**config.mk**
```make
export PLATFORM = sky130hd
export DESIGN_NAME = bcd_scan_display
export DESIGN_NICKNAME = d
export VERILOG_FILES = /design/src/rtl/bcd_scan_display_pkg.sv /design/src/rtl/bcd_scan_display_seg7.sv /design/src/rtl/bcd_scan_display.sv
export SDC_FILE = /design/constraint.sdc
export NUM_CORES = 1
export LEC_CHECK = 0
export BUFFER_PORTS_ARGS = -buffer_cell sky130_fd_sc_hd__buf_2
export CORE_UTILIZATION = 36
export DETAILED_ROUTE_END_ITERATION = 8
export SYNTH_ARGS = -nofsm -noshare
export SYNTH_HDL_FRONTEND = slang
export SYNTH_HIERARCHICAL = 1
export SYNTH_SLANG_ARGS = --single-unit
```
**constraint.sdc**
```tcl
create_clock -name clk -period 3.8 [get_ports clk]
set_input_delay 0.57 -clock clk [delete_from_list [all_inputs] [get_ports clk]]
set_output_delay 0.57 -clock clk [all_outputs]
set_load 0.01 [all_outputs]
```
**src/rtl/bcd_scan_display_pkg.sv**
```systemverilog
// rtl/bcd_scan_display_pkg.sv - segment constants, glyph table and display-word layout
package bcd_scan_display_pkg;

  localparam logic [6:0] SEG_BLANK = 7'h7F;
  localparam logic [6:0] SEG_DASH  = 7'b0111111;

  // Active-low {g,f,e,d,c,b,a} glyphs, indexed by digit value 0-9.
  localparam logic [9:0][6:0] SEG_GLYPH = {
    7'b0010000, 7'b0000000, 7'b1111000, 7'b0000010, 7'b0010010,
    7'b0011001, 7'b0110000, 7'b0100100, 7'b1111001, 7'b1000000
  };

  localparam int SEC_LO_LSB = 0;
  localparam int SEC_HI_LSB = 4;
  localparam int SPACER_BIT = 7;
  localparam int MIN_LO_LSB = 8;
  localparam int MIN_HI_LSB = 12;

  typedef enum logic [1:0] {
    DIG_SEC_LO = 2'd0,
    DIG_SEC_HI = 2'd1,
    DIG_MIN_LO = 2'd2,
    DIG_MIN_HI = 2'd3
  } digit_e;

endpackage

```
**src/rtl/bcd_scan_display_seg7.sv**
```systemverilog
// rtl/bcd_scan_display_seg7.sv - combinational BCD to active-low 7-segment decoder
module bcd_to_seg7
  import bcd_scan_display_pkg::*;
(
  input  logic [3:0] bcd,
  output logic [6:0] seg
);

  always_comb begin
    seg = SEG_DASH;
    if (bcd <= 4'd9) seg = SEG_GLYPH[bcd];
  end

endmodule

```
**src/rtl/bcd_scan_display.sv**
```systemverilog
// rtl/bcd_scan_display.sv - 4-digit multiplexed 7-segment scan driver with frame snapshot and blink
module bcd_scan_display
  import bcd_scan_display_pkg::*;
#(
  parameter int DIV       = 9,
  parameter int DEAD      = 4,
  parameter int BLINK_DIV = 5,
  parameter int LZB       = 1
) (
  input  logic        clk,
  input  logic        reset_n,
  input  logic [15:0] display,
  input  logic        flash,
  input  logic        colon_blink,
  output logic [6:0]  seg,
  output logic        dp,
  output logic [3:0]  an
);

  localparam logic [DIV-1:0] DEAD_V = DIV'(DEAD);

  logic [DIV-1:0]       presc, presc_n;
  digit_e               idx, idx_n;
  logic [15:0]          snap, snap_n;
  logic [BLINK_DIV-1:0] bcnt, bcnt_n;
  logic                 phase, phase_n;

  logic [3:0] digit;
  logic [6:0] glyph;
  logic       dark;
  logic [3:0] an_d;
  logic [6:0] seg_d;
  logic       dp_d;

  always_ff @(posedge clk or negedge reset_n) begin
    if (!reset_n) begin
      presc <= '0;
      idx   <= DIG_SEC_LO;
      snap  <= '0;
      bcnt  <= '0;
      phase <= 1'b0;
      an    <= 4'b1111;
      seg   <= SEG_BLANK;
      dp    <= 1'b1;
    end else begin
      presc <= presc_n;
      idx   <= idx_n;
      snap  <= snap_n;
      bcnt  <= bcnt_n;
      phase <= phase_n;
      an    <= an_d;
      seg   <= seg_d;
      dp    <= dp_d;
    end
  end

  // The snapshot and blink counter advance only on the wrap out of the last slot,
  // so a frame never mixes digits from two display words.
  always_comb begin
    presc_n = presc + DIV'(1);
    idx_n   = idx;
    snap_n  = snap;
    bcnt_n  = bcnt;
    phase_n = phase;
    if (&presc) begin
      idx_n = digit_e'(idx + 2'd1);
      if (idx == DIG_MIN_HI) begin
        snap_n = display;
        bcnt_n = bcnt + BLINK_DIV'(1);
        if (&bcnt) phase_n = ~phase;
      end
    end
  end

  always_comb begin
    digit = 4'd0;
    case (idx)
      DIG_SEC_LO: digit = snap[SEC_LO_LSB +: 4];
      DIG_SEC_HI: digit = {1'b0, snap[SEC_HI_LSB +: 3]};
      DIG_MIN_LO: digit = snap[MIN_LO_LSB +: 4];
      DIG_MIN_HI: digit = snap[MIN_HI_LSB +: 4];
      default:    digit = 4'd0;
    endcase
  end

  bcd_to_seg7 u_dec (
    .bcd (digit),
    .seg (glyph)
  );

  always_comb begin
    dark = (presc < DEAD_V) || (flash && !phase) ||
           ((LZB != 0) && (idx == DIG_MIN_HI) && (digit == 4'd0));
    an_d  = 4'b1111;
    seg_d = SEG_BLANK;
    dp_d  = 1'b1;
    if (!dark) begin
      an_d  = ~(4'b0001 << idx);
      seg_d = glyph;
      dp_d  = !((idx == DIG_MIN_LO) && (!colon_blink || phase));
    end
  end

endmodule

```
==> results.cfg <==
[outcome]
status = finished clean

[timing]
finalHoldViolations = 0
finalWorstSetupSlack_ns = 1.18
fmax_ghz = 0.381
tightest_slew_ns = 0.972
clock_skew_ns = 0.0103
rsz0062_at_grt = false
setup_viol = 0
drv_slew = 0
final.setup.tns_ns = 0
timing.final.crit_share_pct = 69.0
fin_crit_ns = 2.62
max_slew_margin_pct = 35.2

[logic_synthesis]
synth-main-ff-cell = dfrtp_1
synth_area_mm2 = 0.00218
yosysMostFrequentCell = dfrtp_1
ys_seq_area_share_pct = 51.2
synth_cell_types = 41
syn_area_per_cell_um2 = 12.2
ys_warn_count = 6
synth_seq_cells = 44
synth_fp_nets = 212
synth_top_area_share_pct = 36.7
synth_area_leaders = dfrtp_1, dfstp_2, ha_1
synthCells = 179
synth_edf_count = 0
ys_async_sr_fraction_pct = 100
synth_top_cell_by_area = dfrtp_1
yosys-top-cells-count = dfrtp_1, nand2_1, ha_1, nor2_1

[worst_setup_path]
worst_setup_path_end_kind = register
crit_chain = ha_1 -> a222oi_1 -> mux2i_1 -> ha_1 -> nor3b_1 -> a221o_1 -> nor2_1 -> nand2_1
critPathSlowestCell = a222oi_1
required_ns = 4.01
cp.arrival_ns = 2.83
crit_top_cell = ha_1
cp_top_family = compound AO/OA/AOI/OAI gates
critPathBufInv = 0
crit_fanout = 10
reg2reg_slack_ns = 1.18
crit_type = reg2reg
cp_slowest_stage_delay_ns = 0.51
worst_setup_path_start_kind = register

[die]
pin_count = 32
die_h_um = 79.8
core_mm2 = 0.00568
floorplan.die_area_mm2 = 0.00637
rows = 27
start_util_pct = 38.4
die_w_um = 79.8

[power_and_ir_drop]
power.density_mw_per_mm2 = 342
p_int_mw = 0.649
power_frac_clock_pct = 33.1
switchingPower_mw = 0.192
swShare_pct = 22.8
p_seq_share_pct = 58.5
vdd_drop_max_mv = 0.210
comb_power_share_pct = 8.4
power_leakage_nw = 1.17

[clock_network]
cts_resized = 0
clock_sinks = 44
cts_setup_buffers = 0
h-tree-depth = 2
clk_latency_ns = 0.30
root_buffer = clkbuf_8
cts-hold-fix-buffers = 0
cts_buffers = 5
clkTransAtPathRegs_ns = 0.08
cts_tree = yes
cts_max_path_buffers = 2

[placement]
pre_cts_ws_ns = 1.20
hpwl_um = 2600
place_congestion = 0.725
portBuffers = 30

[cells_and_area]
fin_nets = 243
drive_gt1_share_pct = 32.7
final_core_util_pct = 43.4
area_growth_pct = 12.9
antenna_cells = 0

[global_routing]
grt_pass1_vias = 1327
grt_pass1_wl_um = 6430
antenna_found_initial = 0
track_usage_pct = 13.4
grt_overflow = 0
grt_max_degree = 45

[hold_path]
hold_class = in2async

[route]
via_count = 1364
first_pass_iters = 4
drt_iter0_drc = 52
drcViolationCount = 0
routed_wl_um = 3660
vias_per_cell = 4.82
ant_nets = 0
wl_per_cell_um = 12.9

[flow_run]
drv_cap = 0
-- cells in the final DEF, fill, tap and decap left out, types with 3 or more instances in the layout --
cell type	Yosys	routed
a21oi_1	3	3
buf_2	2	30
clkbuf_8	0	5
dfrtp_1	32	32
dfstp_2	12	12
ha_1	13	13
inv_1	12	12
mux2_2	7	7
mux2_4	9	9
nand2_1	14	14
nand3_1	9	9
nand4_1	3	3
nor2_1	13	13
nor2b_1	3	3
xnor2_1	8	8
xor2_1	4	4
-- worst paths after layout --
kind / startpoint / cells past startpoint / to
worst max-delay path: idx[0]$_DFFE_PN0P_ / 8 / seg[0]$_DFF_PN1_
worst min-delay path: reset_n / 1 / snap[3]$_DFFE_PN0P_
worst max register to register: idx[0]$_DFFE_PN0P_ / 8 / seg[0]$_DFF_PN1_
worst min register to register: presc[0]$_DFF_PN0_ / 1 / presc[0]$_DFF_PN0_
max in group asynchronous: reset_n / 1 / snap[12]$_DFFE_PN0P_
min in group clk: presc[0]$_DFF_PN0_ / 1 / presc[0]$_DFF_PN0_
-- registers in the layout (all words and copies together) (netlist names) --
name	count
an	4
bcnt	5
presc	9
snap	15
idx	2
seg	7
phase	1
dp	1
-- metrics by stage --
| stage | power, mW | hold slack, ns | std cells | instance area [µm²] |
|---|---|---|---|---|
| 2_1_floorplan | 0.543 | 0.274 | 179 | 2180 |
| 3_3_place_gp | 0.571 | 0.463 | 275 | 2380 |
| 3_5_place_dp | 0.572 | 0.469 | 275 | 2380 |
| 4_1_cts | 0.855 | 0.458 | 283 | 2460 |
| 5_1_grt | 0.890 | 0.476 | 283 | 2460 |
| 6_report | 0.841 | 0.432 | 283 | 2460 |
-- final cells by class --
type                            count  area (µm²)
Clock buffer                        7        76.3
Clock inverter                      1        5.00
Fill cell                         545        3210
Inverter                           12        45.0
Multi-Input combinational cell    117         978
Sequential cell                    44        1120
Tap cell                           72        90.1
Timing Repair Buffer               30         150
-- cells by family (layout without fill, tap and decap cells) --
group                    count (synthesis)  in the layout  synth area share, %
AND/OR/NAND/NOR                         52             52                 12.7
flip-flops                              44             44                 51.2
AO/OA/AOI/OAI                           22             22                 9.19
multiplexers                            18             18                 10.7
buffers and inverters                   18             50                 3.90
adder cells (fa/ha/maj)                 13             13                 7.46
XOR/XNOR                                12             12                 4.82
-- per-layer routing --
| metal | track usage, % | vias up | part of all wire, % |
|---|---|---|---|
| met5 | 0 | - | 0 |
| met4 | 3.21 | 0 | 0.93 |
| met3 | 5.03 | 4 | 4.3 |
| met2 | 19.0 | 31 | 42 |
| met1 | 19.1 | 647 | 53 |
| li1 | - | 682 | - |
-- power groups by stage --
stage	clock network [mW]	registers (mW)	logic, mW
finish	0.278	0.492	0.0703
global route	0.317	0.494	0.0792
CTS	0.291	0.492	0.0715
detailed placement	0	0.501	0.0711
global placement	0	0.501	0.0701
floorplan	0	0.503	0.0398
(Power assumes the default switching activity.)
